**src/rtl/kb_defs.sv**
```systemverilog
// Shared scancode constants, prefix-decoder state encoding and event payload for the keyboard event controller.
package kb_defs;

   localparam logic [7:0] SC_BREAK  = 8'hF0;
   localparam logic [7:0] SC_EXT    = 8'hE0;
   localparam logic [7:0] SC_LSHIFT = 8'h12;
   localparam logic [7:0] SC_RSHIFT = 8'h59;
   localparam logic [7:0] SC_CAPS   = 8'h58;

   localparam int unsigned FIFO_DEPTH_DEF = 4;
   localparam int unsigned EVENT_W        = 10;

   typedef enum logic [1:0] {
      ST_IDLE    = 2'd0,
      ST_BRK     = 2'd1,
      ST_EXT     = 2'd2,
      ST_EXT_BRK = 2'd3
   } kb_state_e;

   typedef struct packed {
      logic       shift;
      logic       capslock;
      logic [7:0] code;
   } kb_event_t;

endpackage

```
**src/rtl/kb_event_fifo.sv**
```systemverilog
// Event FIFO with a registered head word and valid flag; head reads 0 when empty.
module kb_event_fifo #(
   parameter int unsigned DEPTH = 4,
   parameter int unsigned WIDTH = 10
) (
   input  logic             clk,
   input  logic             rst_n,
   input  logic             push,
   input  logic             pop,
   input  logic [WIDTH-1:0] wdata,
   output logic [WIDTH-1:0] rdata,
   output logic             valid,
   output logic             full,
   output logic             empty
);

   localparam int unsigned AW = $clog2(DEPTH);
   localparam int unsigned CW = AW + 1;

   logic [WIDTH-1:0] mem_q [DEPTH];
   logic [AW-1:0]    wr_ptr_q, rd_ptr_q;
   logic [CW-1:0]    count_q, count_d;
   logic [WIDTH-1:0] head_q, head_d;
   logic             valid_q;
   logic             do_push, do_pop;

   assign empty   = (count_q == '0);
   assign full    = (count_q == CW'(DEPTH));
   assign do_pop  = pop && !empty;
   assign do_push = push && (!full || do_pop);
   assign rdata   = head_q;
   assign valid   = valid_q;

   // Next head: the entry behind the current head on a pop, or the write data when it lands in an empty slot.
   always_comb begin
      count_d = count_q;
      head_d  = head_q;
      case ({do_push, do_pop})
         2'b10:   count_d = count_q + CW'(1);
         2'b01:   count_d = count_q - CW'(1);
         default: count_d = count_q;
      endcase
      if (do_pop) begin
         if (count_q == CW'(1)) head_d = do_push ? wdata : '0;
         else                   head_d = mem_q[rd_ptr_q + AW'(1)];
      end else if (do_push && empty) begin
         head_d = wdata;
      end
   end

   always_ff @(posedge clk or negedge rst_n) begin
      if (!rst_n) begin
         wr_ptr_q <= '0;
         rd_ptr_q <= '0;
         count_q  <= '0;
         head_q   <= '0;
         valid_q  <= 1'b0;
      end else begin
         if (do_push) wr_ptr_q <= wr_ptr_q + AW'(1);
         if (do_pop)  rd_ptr_q <= rd_ptr_q + AW'(1);
         count_q <= count_d;
         head_q  <= head_d;
         valid_q <= (count_d != '0);
      end
   end

   always_ff @(posedge clk) begin
      if (do_push) mem_q[wr_ptr_q] <= wdata;
   end

endmodule

```
**src/rtl/keyevent_ctrl.sv**
```systemverilog
// PS/2 scancode prefix decoder with modifier tracking and an event FIFO.
// Optional typematic repeat filter enabled by KEYCTRL_REPEAT_FILTER_EN.
module keyevent_ctrl
   import kb_defs::*;
#(
   parameter int unsigned FIFO_DEPTH = FIFO_DEPTH_DEF
) (
   input  logic       clk,
   input  logic       i_rst_n,
   input  logic [7:0] i_scancode,
   input  logic       i_valid,
   input  logic       i_ready,
   output logic       o_valid,
   output logic [7:0] o_code,
   output logic       o_shift,
   output logic       o_capslock,
   output logic       o_capslock_led,
   output logic       o_overflow
);

   kb_state_e state_q, state_d;
   logic      shift_l_q, shift_l_d;
   logic      shift_r_q, shift_r_d;
   logic      caps_q, caps_d;
   logic      ovf_q, ovf_d;
   logic      push_req, pop;
   logic      fifo_full, fifo_empty, fifo_valid;
   kb_event_t push_ev, head_ev;
   logic [EVENT_W-1:0] fifo_rdata;
`ifdef KEYCTRL_REPEAT_FILTER_EN
   logic [7:0] last_make_q, last_make_d;
`endif

   assign pop     = i_ready && !fifo_empty;
   // Modifiers come from the registers, i.e. before the current byte updates them.
   assign push_ev = '{shift: shift_l_q | shift_r_q, capslock: caps_q, code: i_scancode};
   assign head_ev = kb_event_t'(fifo_rdata);

   always_comb begin
      state_d   = state_q;
      shift_l_d = shift_l_q;
      shift_r_d = shift_r_q;
      caps_d    = caps_q;
      push_req  = 1'b0;
`ifdef KEYCTRL_REPEAT_FILTER_EN
      last_make_d = last_make_q;
`endif
      if (i_valid) begin
         case (state_q)
            ST_IDLE: begin
               if (i_scancode == SC_BREAK)       state_d   = ST_BRK;
               else if (i_scancode == SC_EXT)    state_d   = ST_EXT;
               else if (i_scancode == SC_LSHIFT) shift_l_d = 1'b1;
               else if (i_scancode == SC_RSHIFT) shift_r_d = 1'b1;
               else if (i_scancode == SC_CAPS) begin
`ifdef KEYCTRL_REPEAT_FILTER_EN
                  if (last_make_q != SC_CAPS) begin
                     caps_d      = !caps_q;
                     last_make_d = SC_CAPS;
                  end
`else
                  caps_d = !caps_q;
`endif
               end else begin
`ifdef KEYCTRL_REPEAT_FILTER_EN
                  if (last_make_q != i_scancode) begin
                     push_req    = 1'b1;
                     last_make_d = i_scancode;
                  end
`else
                  push_req = 1'b1;
`endif
               end
            end
            ST_BRK: begin
               if (i_scancode == SC_LSHIFT) shift_l_d = 1'b0;
               if (i_scancode == SC_RSHIFT) shift_r_d = 1'b0;
`ifdef KEYCTRL_REPEAT_FILTER_EN
               if (i_scancode == last_make_q) last_make_d = 8'h00;
`endif
               state_d = ST_IDLE;
            end
            ST_EXT: begin
               if (i_scancode == SC_BREAK)    state_d = ST_EXT_BRK;
               else if (i_scancode == SC_EXT) state_d = ST_EXT;
               else                           state_d = ST_IDLE;
            end
            default: state_d = ST_IDLE;
         endcase
      end
      ovf_d = ovf_q || (push_req && fifo_full && !pop);
   end

   always_ff @(posedge clk or negedge i_rst_n) begin
      if (!i_rst_n) begin
         state_q   <= ST_IDLE;
         shift_l_q <= 1'b0;
         shift_r_q <= 1'b0;
         caps_q    <= 1'b0;
         ovf_q     <= 1'b0;
      end else begin
         state_q   <= state_d;
         shift_l_q <= shift_l_d;
         shift_r_q <= shift_r_d;
         caps_q    <= caps_d;
         ovf_q     <= ovf_d;
      end
   end

`ifdef KEYCTRL_REPEAT_FILTER_EN
   always_ff @(posedge clk or negedge i_rst_n) begin
      if (!i_rst_n) last_make_q <= 8'h00;
      else          last_make_q <= last_make_d;
   end
`endif

   kb_event_fifo #(
      .DEPTH (FIFO_DEPTH),
      .WIDTH (EVENT_W)
   ) u_fifo (
      .clk   (clk),
      .rst_n (i_rst_n),
      .push  (push_req),
      .pop   (pop),
      .wdata (push_ev),
      .rdata (fifo_rdata),
      .valid (fifo_valid),
      .full  (fifo_full),
      .empty (fifo_empty)
   );

   assign o_valid        = fifo_valid;
   assign o_code         = head_ev.code;
   assign o_shift        = head_ev.shift;
   assign o_capslock     = head_ev.capslock;
   assign o_capslock_led = caps_q;
   assign o_overflow     = ovf_q;

endmodule
```
**config.mk**
```make
export PLATFORM = sky130hd
export DESIGN_NAME = keyevent_ctrl
export DESIGN_NICKNAME = d
export VERILOG_FILES = /design/src/rtl/kb_defs.sv /design/src/rtl/kb_event_fifo.sv /design/src/rtl/keyevent_ctrl.sv
export SDC_FILE = /design/constraint.sdc
export NUM_CORES = 1
export LEC_CHECK = 0
export CORE_MARGIN = 2
export CORE_UTILIZATION = 58
export CTS_BUF_LIST = sky130_fd_sc_hd__clkbuf_4
export DETAILED_ROUTE_END_ITERATION = 8
export DONT_BUFFER_PORTS = 1
export PLACE_DENSITY = 0.71
export SLEW_MARGIN = 15
export SYNTH_ARGS = -nofsm -noshare
export SYNTH_HDL_FRONTEND = slang
export SYNTH_HIERARCHICAL = 1
export SYNTH_SLANG_ARGS = --single-unit
```
**constraint.sdc**
```tcl
create_clock -name clk -period 2.7 [get_ports clk]
set_input_delay 0.405 -clock clk [delete_from_list [all_inputs] [get_ports clk]]
set_output_delay 0.405 -clock clk [all_outputs]
set_load 0.03 [all_outputs]
```
[Yosys cells after proc, flatten, opt, wreduce, memory -nomap -nowiden]
Memory sizes are Yosys's and may differ from the RTL's.
Cells that the tools add are included.
Storage, ports and cells
  flip-flop bits (word level): 24
  input bits: 12
  bits in writable memories: 40
  output and inout port bits: 13
  logic and storage cells: 90
  memories: 1
Memory list
  u_fifo.mem_q: words 4, bits a word 10, rd ports 1, clocked after Yosys merged registers in 0, wr ports 1, line kb_event_fifo.sv:20  | logic [WIDTH-1:0] mem_q [DEPTH];
Cells by class
  add/sub/neg operators: 4
  eq/ne operators: 19
  multiplexer cells: 30
  reduce and logical (&&, ||, !) cells: 21
  bitwise gates (word level): 5
Operator list (count)
  $mux W10: 4
  $mux W1: 18
  $eq A8 B7 Y1 const B: 2
  $eq A8 B8 Y1 const B: 2
  $ne A2 B2 Y1 const B: 7
  $reduce_and A7 Y1: 2
  $eq A8 B5 Y1 const B: 1
  $mux W2: 4
  $logic_and A1 B1 Y1: 6
  $pmux W3 S2: 1
  $reduce_and A6 Y1: 1
  $add A2 B1 Y2 const B: 2
  $eq A2 B1 Y1 const B: 2
  $eq A2 B2 Y1 const B: 2
  $logic_not A1 Y1: 4
  $not A1 Y1: 4
  $pmux W1 S2: 2
  $pmux W2 S2: 1
  $reduce_bool A2 Y1: 2
  $add A3 B1 Y3 const B: 1
  $eq A3 B1 Y1 const B: 1
  $eq A3 B3 Y1 const B: 1
  $logic_not A3 Y1: 1
  $ne A3 B3 Y1 const B: 1
  other kinds (6): 7

[Longest topological paths before layout]
Gate-level depths: netlist (run 1).
  depth after elaboration: 12
  mapped depth: 11
  depth with buffers taken out: 9

[Modules after synthesis]
The synthesis (run 1) kept the hierarchy.
Modules (own cells, without submodules)
  kb_event_fifo: seq. area each 1651.6 µm², times used 1, area an instance 2652.5 µm², cells each 185
  keyevent_ctrl: seq. area each 150.1 µm², times used 1, area an instance 365.4 µm², cells each 35

[Worst setup path after synthesis (run 1)]
OpenSTA, ideal clock, no wires.
  path type: register to register
  from: reg u_fifo.count_q[1]
  to: mem u_fifo.mem_q[0][0], enable pin
  slack: 0.346 ns
  arrival time: 2.010 ns
  buffers on the path: 2
  period minus slack after synthesis: 2.354 ns
  setup time: 0.343 ns
  cell stages (with the launch flop): 10
  required time: 2.357 ns
  cells stage by stage: dfrtp_1 > inv_1 > ha_1 > buf_4 > nand2b_4 > inv_1 > nor2b_1 > clkbuf_1 > o21a_1 > and2_1
On the way
  cells in the longest elaborated chain, start to end: 8
  elaborated cells between the ends (all ways): 10
  those cells by class: eq/ne: 1; mux: 2; reduce/logical: 7
Ends and longest elaborated chain
  start: declaration: line kb_event_fifo.sv:22  | logic [CW-1:0] count_q, count_d;
  start signal: assignment: line kb_event_fifo.sv:61  | count_q <= count_d;
  $logic_not A3 Y1: line kb_event_fifo.sv:27  | assign empty = (count_q == '0);
  net fifo_empty: line keyevent_ctrl.sv:27  | logic fifo_full, fifo_empty, fifo_valid;
  $logic_not A1 Y1: line keyevent_ctrl.sv:34  | assign pop = i_ready && !fifo_empty;
  $logic_and A1 B1 Y1: line keyevent_ctrl.sv:34
  net pop: line keyevent_ctrl.sv:26  | logic push_req, pop;
  $logic_and A1 B1 Y1: line kb_event_fifo.sv:29  | assign do_pop = pop && !empty;
  $logic_or A1 B1 Y1: line kb_event_fifo.sv:30  | assign do_push = push && (!full || do_pop);
  $logic_and A1 B1 Y1: line kb_event_fifo.sv:30
  $mux W1: line kb_event_fifo.sv:68  | if (do_push) mem_q[wr_ptr_q] <= wdata;
  $mux W1 (implied by the code): line kb_event_fifo.sv:68
  end: declaration: line kb_event_fifo.sv:20
The timed path passes the listed nets, and every way through them passes these cells.

[Final worst setup path (run 1)]
  from: reg u_fifo.count_q[1]
  to: reg u_fifo.valid_q, in the netlist u_fifo/valid
On the way
  cells in the longest elaborated chain, start to end: 9
  elaborated cells between the ends (all ways): 14
  those cells by class: add/sub: 2; eq/ne: 3; mux: 1; reduce/logical: 8
Ends and longest elaborated chain
  $logic_not A3 Y1 (*): line kb_event_fifo.sv:27
  net fifo_empty: line keyevent_ctrl.sv:27
  $logic_not A1 Y1 (*): line keyevent_ctrl.sv:34
  $logic_and A1 B1 Y1 (*): line keyevent_ctrl.sv:34
  net pop: line keyevent_ctrl.sv:26
  $logic_and A1 B1 Y1 (*): line kb_event_fifo.sv:29
  $logic_or A1 B1 Y1: line kb_event_fifo.sv:30
  $logic_and A1 B1 Y1: line kb_event_fifo.sv:30
  $eq A2 B1 Y1 / $eq A2 B2 Y1 (equally long branches): line kb_event_fifo.sv:38  | case ({do_push, do_pop})
  $pmux W3 S2 (*): line kb_event_fifo.sv:38
  net u_fifo.count_d[0]: line kb_event_fifo.sv:22
  $reduce_bool A3 Y1 (*): line kb_event_fifo.sv:63  | valid_q <= (count_d != '0);
  end signal: assignment: line kb_event_fifo.sv:63
  end: declaration: line kb_event_fifo.sv:24  | logic valid_q;
Mark *: on every way through the listed nets, which the timed path passes. The rest lies on a longest branch.
A chain may end at the register's enable or synchronous reset.

==> results.cfg, run 1 <==
[status]
status = finished, final reports clean

[cells_and_area]
drive_above_1_share_pct = 17.7
area_growth_pct = 8.71
final_cell_mix = edfxtp_1 (40), dfrtp_1 (24), nand2_1 (16)
diodes = 0
fillers = 371
fin_area_mm2 = 0.00328
nets = 252
finalNonFillerCells = 307
layout_commonest_cell = edfxtp_1

[power_and_ir_drop]
p_seq_share_pct = 47.6
p_int_uw = 2140
peakVddDrop_mv = 0.686
switching_share_pct = 38.0
power_switching_uw = 1310
p_leak_uw = 0.00122
p_comb_share_pct = 35.0
clock_power_share_pct = 17.4
powerDensity_mw_per_mm2 = 1050

[floorplan]
row_count = 26
start_util_pct = 59.5
die_w_um = 76.1
die_h_um = 76.1
fp.dieArea_mm2 = 0.00580
io_pins = 25
fp.coreArea_mm2 = 0.00507

[min_path]
hp-class = in -> reg
holdPathEnd = state_q[1]$_DFFE_PN0P_
whs_path_depth = 1
hp-start = i_valid

[critical_path]
worstSetupStartpointType = register
reg2reg_depth = 9
worstPathArrival_ns = 2.70
reg2reg_slack_ns = 0.27
timing.rr.start = u_fifo/count_q[1]$_DFF_PN0_
crit_fanout = 8
r2r_end = u_fifo/valid$_DFF_PN0_
cp.required_ns = 2.97
end_kind = register
crit_type = reg -> reg

[timing]
fin_ws_ns = 0.269
worst_slew_pin_slew_ns = 0.781
setup_viol = 0
final.min_clock_period_ns = 2.43
final_max_slew_viol_count = 0
finalHoldViolations = 0
max_freq_mhz = 411
maxSlewHeadroom_pct = 47.7
rsz0062_at_grt = no
min_period_over_period_pct = 90.0
clock_skew_ns = 0.0127
finalSetupTns_ns = 0

[synth]
yosysUniqueCellTypes = 44
ys_seq_area_share_pct = 59.7
synth_top_area_share_pct = 39.8
syn_nets = 240
synth_area_leaders = edfxtp_1 (40%), dfrtp_1 (20%), mux4_2 (6.7%), ha_1 (3.3%), o32a_1 (3.3%)
syn_inst = 220
synth.avg_cell_area_um2 = 13.7
synth_flop_cell = edfxtp_1
synth_enable_flop_cells = 40
synth-seq-cells = 64
async_flop_share_pct = 37.5
yosys.area.top_type = edfxtp_1
yosysWarnings = 6
synth_area_mm2 = 0.00302

[cts]
max-clock-path-buffers = 2
cts_sinks = 64
clock_latency_ns = 0.40
cts.clk_slew.worst_paths_ns = 0.10
cts-root-buf = clkbuf_4
cts_tree = yes
cts_made_buffers = 9
cts_setup_buffers = 0
htreeDepth = 3

[global_routing]
grt_first_pass_wirelength_mm = 9.65
antenna_found_initial = 0
grt_remaining_overflow = 0
track_usage_pct = 22.5
grt_max_degree = 25
grt_pass1_vias = 1872

[placement]
place.gp.congestion = 0.793
dpl.hpwl_mm = 4.14
io_buffers = 0
pre_cts_ws_ns = 0.122
dp.cells = 289
post_dp_cell_area_mm2 = 0.00311

[detailed_routing]
vias_per_cell = 6.12
vias = 1880
drt_wl_total_mm = 6.16
wl_per_cell_um = 20.1
ant_nets = 0
drt-initial-drc-count = 159
dr.pass1.iters = 5
drc = 0

[flow_run]
drv_cap = 0
==> final cells by class <==
| class | count | area [um2] | area share [%] |
|---|---|---|---|
| flip-flops and latches | 64 | 1800 | 54.9 |
| multi-input cells | 135 | 1120 | 34.2 |
| repair buffers | 11 | 97.6 | 2.97 |
| well taps | 70 | 87.6 | 2.67 |
| clock buffers | 9 | 67.6 | 2.06 |
| clock inverters | 7 | 62.6 | 1.91 |
| inverters | 11 | 41.3 | 1.26 |
==> critical path, cell delays in order, from the launching register on <==
cell	delay (ns)
dfrtp_1	0.46
inv_1	0.12
ha_1	0.32
nand2b_4	0.13
inv_1	0.08
nor2b_2	0.27
nor2b_1	0.26
a221oi_2	0.11
xnor2_1	0.17
or3_1	0.38
==> per-stage QoR <==
stage	hold slack (ns)	power [uW]	utilization [%]
2_1_floorplan	0.109	2550	-
3_3_place_gp	0.110	2780	61.4
3_5_place_dp	0.110	2850	61.4
4_1_cts	0.0659	3460	64.5
5_1_grt	0.0506	3660	64.6
6_report	0.0898	3460	64.6
==> synthesized netlist by cell type (all sizes together) (2+ instances only) <==
library cell,n
nand4,2
a21oi,13
nand3,4
nor4b,2
a21o,2
dfrtp,24
mux4,10
o32a,10
nand2b,3
ha,8
o211ai,2
inv,11
edfxtp,40
clkbuf,4
nor2b,11
and2b,5
xnor2,6
mux2i,2
nand2,16
o21ai,15
nor2,5
and2,5
buf,6
==> power by group through the flow <==
stage / clock, uW / sequential [uW] / combinational (uW)
after detailed placement: 0 / 1670 / 1180
after floorplan: 0 / 1570 / 977
after global routing: 663 / 1670 / 1320
after CTS: 615 / 1650 / 1200
after global placement: 0 / 1660 / 1120
final: 600 / 1650 / 1210
==> registers in the layout (all words and copies together) (netlist names) <==
register,count
u_fifo/rdata,10
u_fifo/rd_ptr_q,2
u_fifo/valid,1
o_capslock_led,1
u_fifo/count_q,3
state_q,2
u_fifo/wr_ptr_q,2
o_overflow,1
u_fifo/mem_q,40
shift_r_q,1
shift_l_q,1
==> logic make-up after synthesis <==
| logic type | after synthesis | share of synthesized area [%] |
|---|---|---|
| DFF | 64 | 59.7 |
| and+or+nand+nor | 60 | 12.5 |
| AOI/OAI and AO/OA | 49 | 11.2 |
| buffers and inverters | 21 | 3.32 |
| muxes | 12 | 8.25 |
| adders and majority gates | 8 | 3.32 |
| xor gates and xnor gates | 6 | 1.74 |
==> what timing repair did <==
| action | CTS | global route |
|---|---|---|
| hold buffers | 2 | 0 |
| endpoints found under the setup margin | 0 | 36 |
| endpoints found under the hold margin | 24 | 0 |
| resized for setup | 0 | 2 |
==> how the worst max path moves through the flow <==
| stage | start | to |
|---|---|---|
| 2_1_floorplan | u_fifo/count_q[1]$_DFF_PN0_ | u_fifo/mem_q[0][0]$_DFFE_PP_ |
| 3_3_place_gp | u_fifo/count_q[1]$_DFF_PN0_ | u_fifo/rdata[4]$_DFFE_PN0P_ |
| 3_5_place_dp | u_fifo/count_q[1]$_DFF_PN0_ | u_fifo/rdata[2]$_DFFE_PN0P_ |
| 4_1_cts | u_fifo/count_q[1]$_DFF_PN0_ | u_fifo/rdata[2]$_DFFE_PN0P_ |
| 5_1_grt | u_fifo/count_q[1]$_DFF_PN0_ | u_fifo/valid$_DFF_PN0_ |
| 6_report | u_fifo/count_q[1]$_DFF_PN0_ | u_fifo/valid$_DFF_PN0_ |
==> metal layers <==
layer	wire length (um)	up-vias	GRT usage, %	share of wire, %
met1	2450	944	27.4	40
met3	454	14	7.94	7.4
met4	119	0	9.09	1.9
li1	-	849	-	-
met5	0	-	0	0
met2	3140	73	37.0	51
Power figures use the tool's default switching activity.
==> run 2: changes to the inputs <==
--- a/config.mk
+++ b/config.mk
@@ -7,2 +7,3 @@
 export LEC_CHECK = 0
+export ABC_AREA = 1
 export CORE_MARGIN = 2
--- a/constraint.sdc
+++ b/constraint.sdc
@@ -3,2 +3,2 @@
 set_output_delay 0.405 -clock clk [all_outputs]
-set_load 0.03 [all_outputs]
+set_load 0.005 [all_outputs]
==> run 2 against run 1 <==
Count of clock-buffer cells in the layout increased by 3; register-to-register slack better by 0.19 ns; critical path depth rose by 1; setup slack gained 0.19 ns; global-route usage up 1.3 points; highest routed layer unchanged; area after synthesis is 4.8% higher; cell area up 4.8%; non-clock buffer count shrank 3.
==> results.cfg, run 2 <==
[cells_and_area]
top_register = u_fifo/mem_q
area_growth_pct = 8.75
diodes = 0
multi_input_area_mm2 = 0.00117
fillers = 429
layout_commonest_cell = nand2_1
final_cell_mix = nand2_1 (125), edfxtp_1 (40), inv_1 (32)
drive_above_1_share_pct = 14.2
nets = 375
largest_reg_flops = 40
seq_area_mm2 = 0.00180

[detailed_routing]
drt-initial-drc-count = 151
met2_length_mm = 3.13
drt_wl_total_mm = 6.23
wl_per_cell_um = 14.5
wl_met1_mm = 2.69
vias_per_cell = 5.15
vias = 2216
drc = 0
dr.max_layer_used = met4
dr.pass1.iters = 4
ant_nets = 0
dr_wl_met3_um = 292

[critical_path]
end_kind = register
cp.required_ns = 2.81
cp_cell_sequence = inv_1 > ha_1 > nand2_4 > inv_2 > nor2_1 > nor2_1 > nor2_1 > inv_1 > nor2_1 > buf_4
crit_type = reg -> reg
cpMostUsedCell = nor2_1
crit_path_top_delay_cell = dfrtp_1
worstPathArrival_ns = 2.36
slowest_delay_ns = 0.41
worstSetupStartpointType = register
crit_fanout = 10

[power_and_ir_drop]
switching_share_pct = 39.2
p_int_uw = 2130
powerDensity_mw_per_mm2 = 1020
clock_power_share_pct = 20.8
p_comb_share_pct = 37.0
power_switching_uw = 1380
peakVddDrop_mv = 0.551
p_leak_uw = 0.00160
p_seq_share_pct = 42.2

[synth]
synth-seq-cells = 64
synth_enable_flop_cells = 40
syn_nets = 362
async_flop_share_pct = 37.5
synth_flop_cell = edfxtp_1
synth_top_area_share_pct = 38.0
synth.avg_cell_area_um2 = 9.24
syn_inst = 342
yosysMostFrequentCell = nand2_1
synth_area_leaders = edfxtp_1 (38%), dfrtp_1 (19%), nand2_1 (15%), nand3_1 (4.0%), inv_1 (3.8%)
ys_seq_area_share_pct = 57.0
synth_top_cells_by_count = nand2_1 (125), edfxtp_1 (40), inv_1 (32), nor2_1 (27), nand3_1 (25)
yosysWarnings = 6
yosysUniqueCellTypes = 29
yosys.area.top_type = edfxtp_1
synth_area_mm2 = 0.00316

[cts]
cts_tree = yes
cts_sinks = 64
htreeDepth = 3
max-clock-path-buffers = 2
cts-root-buf = clkbuf_4
cts_resized = 0
clock_latency_ns = 0.41
cts.clk_slew.worst_paths_ns = 0.10
ctsHoldBuffers = 2
cts_setup_buffers = 0
cts_made_buffers = 9

[timing]
finalHoldViolations = 0
worst_slew_pin_slew_ns = 0.512
finalSetupTns_ns = 0
max_freq_mhz = 446
final.min_clock_period_ns = 2.24
final_max_slew_viol_count = 0
fin_ws_ns = 0.455
clock_skew_ns = 0.00967
rsz0062_at_grt = no
min_period_over_period_pct = 83.1
maxSlewHeadroom_pct = 65.9
setup_viol = 0

[floorplan]
die_h_um = 77.8
io_pins = 25
die_w_um = 77.8
row_count = 26
fp.coreArea_mm2 = 0.00517
fp.dieArea_mm2 = 0.00606
start_util_pct = 61.1

[flow_run]
drv_cap = 0

[global_routing]
grt_max_degree = 25
track_usage_pct = 23.8
grt_first_pass_wirelength_mm = 10.6
antenna_found_initial = 0
grt_pass1_vias = 2300
grt_remaining_overflow = 0

[placement]
io_buffers = 0
dpl.hpwl_mm = 4.25
place.gp.congestion = 0.838
pre_cts_ws_ns = 0.475

[min_path]
hp-class = in -> reg

[status]
status = finished, final reports clean
-- run 2: through the flow --
step | area, um2 | cells | hold WS (ns) | total power, uW | util, %
floorplan | 3160 | 342 | 0.109 | 2500 | -
global placement | 3250 | 412 | 0.111 | 2750 | 62.8
detailed placement | 3250 | 412 | 0.110 | 2780 | 62.8
CTS | 3440 | 430 | 0.0699 | 3520 | 66.5
global route | 3440 | 430 | 0.0576 | 3800 | 66.5
finish | 3440 | 430 | 0.0861 | 3510 | 66.5
-- run 2: per-layer routing --
layer  track usage (%)  vias to the layer above
met4              10.9                        0
met1              27.8                     1037
met2              40.3                       48
met5                 0                        -
li1                  -                     1118
met3              6.98                       13
-- run 2: worst paths after layout --
path                                                   from                        endpoint  slack, ns  depth (start not counted)
min in group asynchronous                           i_rst_n     u_fifo/rdata[2]$_DFFE_PN0P_       0.44                          2
worst min register to register        shift_r_q$_DFFE_PN0P_           shift_r_q$_DFFE_PN0P_       0.47                          2
worst max-delay path            u_fifo/count_q[0]$_DFF_PN0_    u_fifo/mem_q[2][8]$_DFFE_PP_       0.46                         10
worst min-delay path                                i_valid          state_q[0]$_DFFE_PN0P_       0.09                          1
worst max register to register  u_fifo/count_q[0]$_DFF_PN0_    u_fifo/mem_q[2][8]$_DFFE_PP_       0.46                         10
max in group asynchronous                           i_rst_n  u_fifo/wr_ptr_q[1]$_DFFE_PN0N_       2.10                          2
-- run 2: logic make-up (layout without fill, tap and decap cells) --
kind of cell | Yosys count | after routing | synth area share, %
AOI/OAI and AO/OA | 21 | 21 | 4.00
xor gates and xnor gates | 5 | 5 | 1.38
buffers and inverters | 44 | 62 | 5.94
DFF | 64 | 64 | 57.0
and+or+nand+nor | 200 | 200 | 28.5
adders and majority gates | 8 | 8 | 3.17
-- run 2: layout make-up --
type,count,share of cell area (%)
clock inverters,4,2.00
well taps,70,2.55
inverters,38,4.15
flip-flops and latches,64,52.4
clock buffers,12,2.62
repair buffers,8,2.18
multi-input cells,234,34.1
-- run 2: critical path: cells and delay by family (launching register included) --
family	cells	cell delay, ns
adders and majority gates	1	0.27
and+or+nand+nor	5	0.84
DFF	1	0.41
buffers and inverters	4	0.42
-- run 2: power groups by stage --
stage                     Combinational, uW  Clock, uW  Sequential, uW
after floorplan                        1070          0            1430
after global placement                 1260          0            1490
after detailed placement               1280          0            1500
after CTS                              1300        741            1480
after global routing                   1510        783            1500
final                                  1300        731            1480
==> run 3: changes to the inputs <==
Clock period 2.7 ns to 2.15 ns, I/O delays scaled along.
==> run 3 against run 2 <==
Utilization is 2.9 points higher; global-route usage grew 1.9 points; clock power rose by 25%; flip-flop and latch count unchanged; final cell count up 2.3%; count of clock-buffer cells in the layout down 2; register-to-register slack got worse by 0.30 ns; critical path type unchanged; largest power group unchanged; highest routed layer unchanged.
==> results.cfg, run 3 (synthesis results as in run 2) <==
[global_routing]
grt_max_degree = 25
grt_first_pass_wirelength_mm = 11.3
grt.busiest_layer = met2
track_usage_pct = 25.6
grt.met1_usage_pct = 29.2
antenna_found_initial = 0
grt_pass1_vias = 2355
grtUsageMet3_pct = 7.09
grt_remaining_overflow = 0
met2_usage_pct = 44.1

[cts]
cts.clk_slew.worst_paths_ns = 0.11
cts_tree = yes
cts_sinks = 64
htreeDepth = 3
cts-root-buf = clkbuf_4
max-clock-path-buffers = 2
cts_made_buffers = 9
clock_latency_ns = 0.41

[detailed_routing]
drt_wl_total_mm = 7.07
vias = 2327
dr.pass1.iters = 5
drt-initial-drc-count = 209
vias_per_cell = 5.29
drc = 0
ant_nets = 0
wl_per_cell_um = 16.1

[timing]
rsz0062_at_grt = no
finalSetupTns_ns = 0
max_freq_mhz = 501
setup_viol = 0
final_max_slew_viol_count = 0
maxSlewHeadroom_pct = 65.8
worst_slew_pin_slew_ns = 0.513
clock_skew_ns = 0.0106
min_period_over_period_pct = 92.9
finalHoldViolations = 0
final.min_clock_period_ns = 2.00
timing.hold.ws_ns = 0.0752

[floorplan]
start_util_pct = 61.1
fp.coreArea_mm2 = 0.00517
io_pins = 25
row_count = 26
die_h_um = 77.8
fp.dieArea_mm2 = 0.00606
die_w_um = 77.8

[critical_path]
worstSetupStartpointType = register
reg2reg_slack_ns = 0.15
cp.required_ns = 2.24
end_kind = register
crit_type = reg -> reg
worstPathArrival_ns = 2.08
crit_fanout = 10

[cells_and_area]
final_cell_mix = nand2_1 (125), edfxtp_1 (40), inv_1 (31)
layout_commonest_cell = nand2_1
diodes = 0
fin_area_mm2 = 0.00359
area_growth_pct = 13.5
drive_above_1_share_pct = 15.9
top_register = u_fifo/mem_q
largest_reg_flops = 40
post-route-util_pct = 69.4
nets = 385

[placement]
io_buffers = 0
post_dp_cell_area_mm2 = 0.00328
place.gp.congestion = 0.851
dpl.hpwl_mm = 4.56

[min_path]
hp-class = in -> reg

[flow_run]
drv_cap = 0

[power_and_ir_drop]
peakVddDrop_mv = 0.756
p_leak_uw = 0.00163
powerDensity_mw_per_mm2 = 1270
finalPower_uw = 4550

[status]
status = finished, final reports clean
## run 3: final cells by class
| cell class | instances | area (um2) |
|---|---|---|
| Multi-Input combinational cell | 235 | 1220 |
| Tap cell | 70 | 87.6 |
| Clock inverter | 6 | 83.8 |
| Clock buffer | 10 | 75.1 |
| Fill cell | 398 | 1590 |
| Inverter | 38 | 143 |
| Timing Repair Buffer | 17 | 178 |
| Sequential cell | 64 | 1800 |
## run 3: per-layer routing
metal / up-vias / wire (um)
met5: - / 0
met1: 1099 / 2920
met3: 17 / 297
li1: 1143 / -
met4: 0 / 250
met2: 68 / 3600
## run 3: path summary, 6_finish.rpt
kind	from	end	depth (start not counted)
worst max register to register	u_fifo/count_q[0]$_DFF_PN0_	u_fifo/mem_q[0][8]$_DFFE_PP_	9
min in group asynchronous	i_rst_n	u_fifo/rdata[0]$_DFFE_PN0P_	2
worst min register to register	shift_r_q$_DFFE_PN0P_	shift_r_q$_DFFE_PN0P_	2
max in group asynchronous	i_rst_n	u_fifo/valid$_DFF_PN0_	2
worst max-delay path	u_fifo/count_q[0]$_DFF_PN0_	u_fifo/mem_q[0][8]$_DFFE_PP_	9
worst min-delay path	i_valid	state_q[0]$_DFFE_PN0P_	2
## run 3: critical path: stages (launching register included)
cell,delay [ns]
dfrtp_1,0.36
inv_1,0.07
ha_1,0.26
nand2_4,0.12
inv_2,0.06
nor2_4,0.19
nor2_1,0.09
nor2_2,0.11
inv_2,0.12
nor2_4,0.28
## run 3: what timing repair did
action,CTS,global route
setup buffers,0,1
gates resized for setup,0,1
hold buffers,11,0
endpoints found under the hold margin,57,0
setup endpoints to repair,0,44
## run 3: power by group
part / total (uW) / switching [uW] / internal [uW]
registers: 1850 / 234 / 1620
logic: 1780 / 1180 / 600
clock network: 914 / 436 / 479
## run 3: stage by stage
stage / instances / setup slack (ns)
detailed placement: 411 / 0.0622
finish: 440 / 0.152
global route: 440 / 0.00252
global placement: 411 / 0.145
CTS: 438 / 0.0577
floorplan: 342 / 0.0912
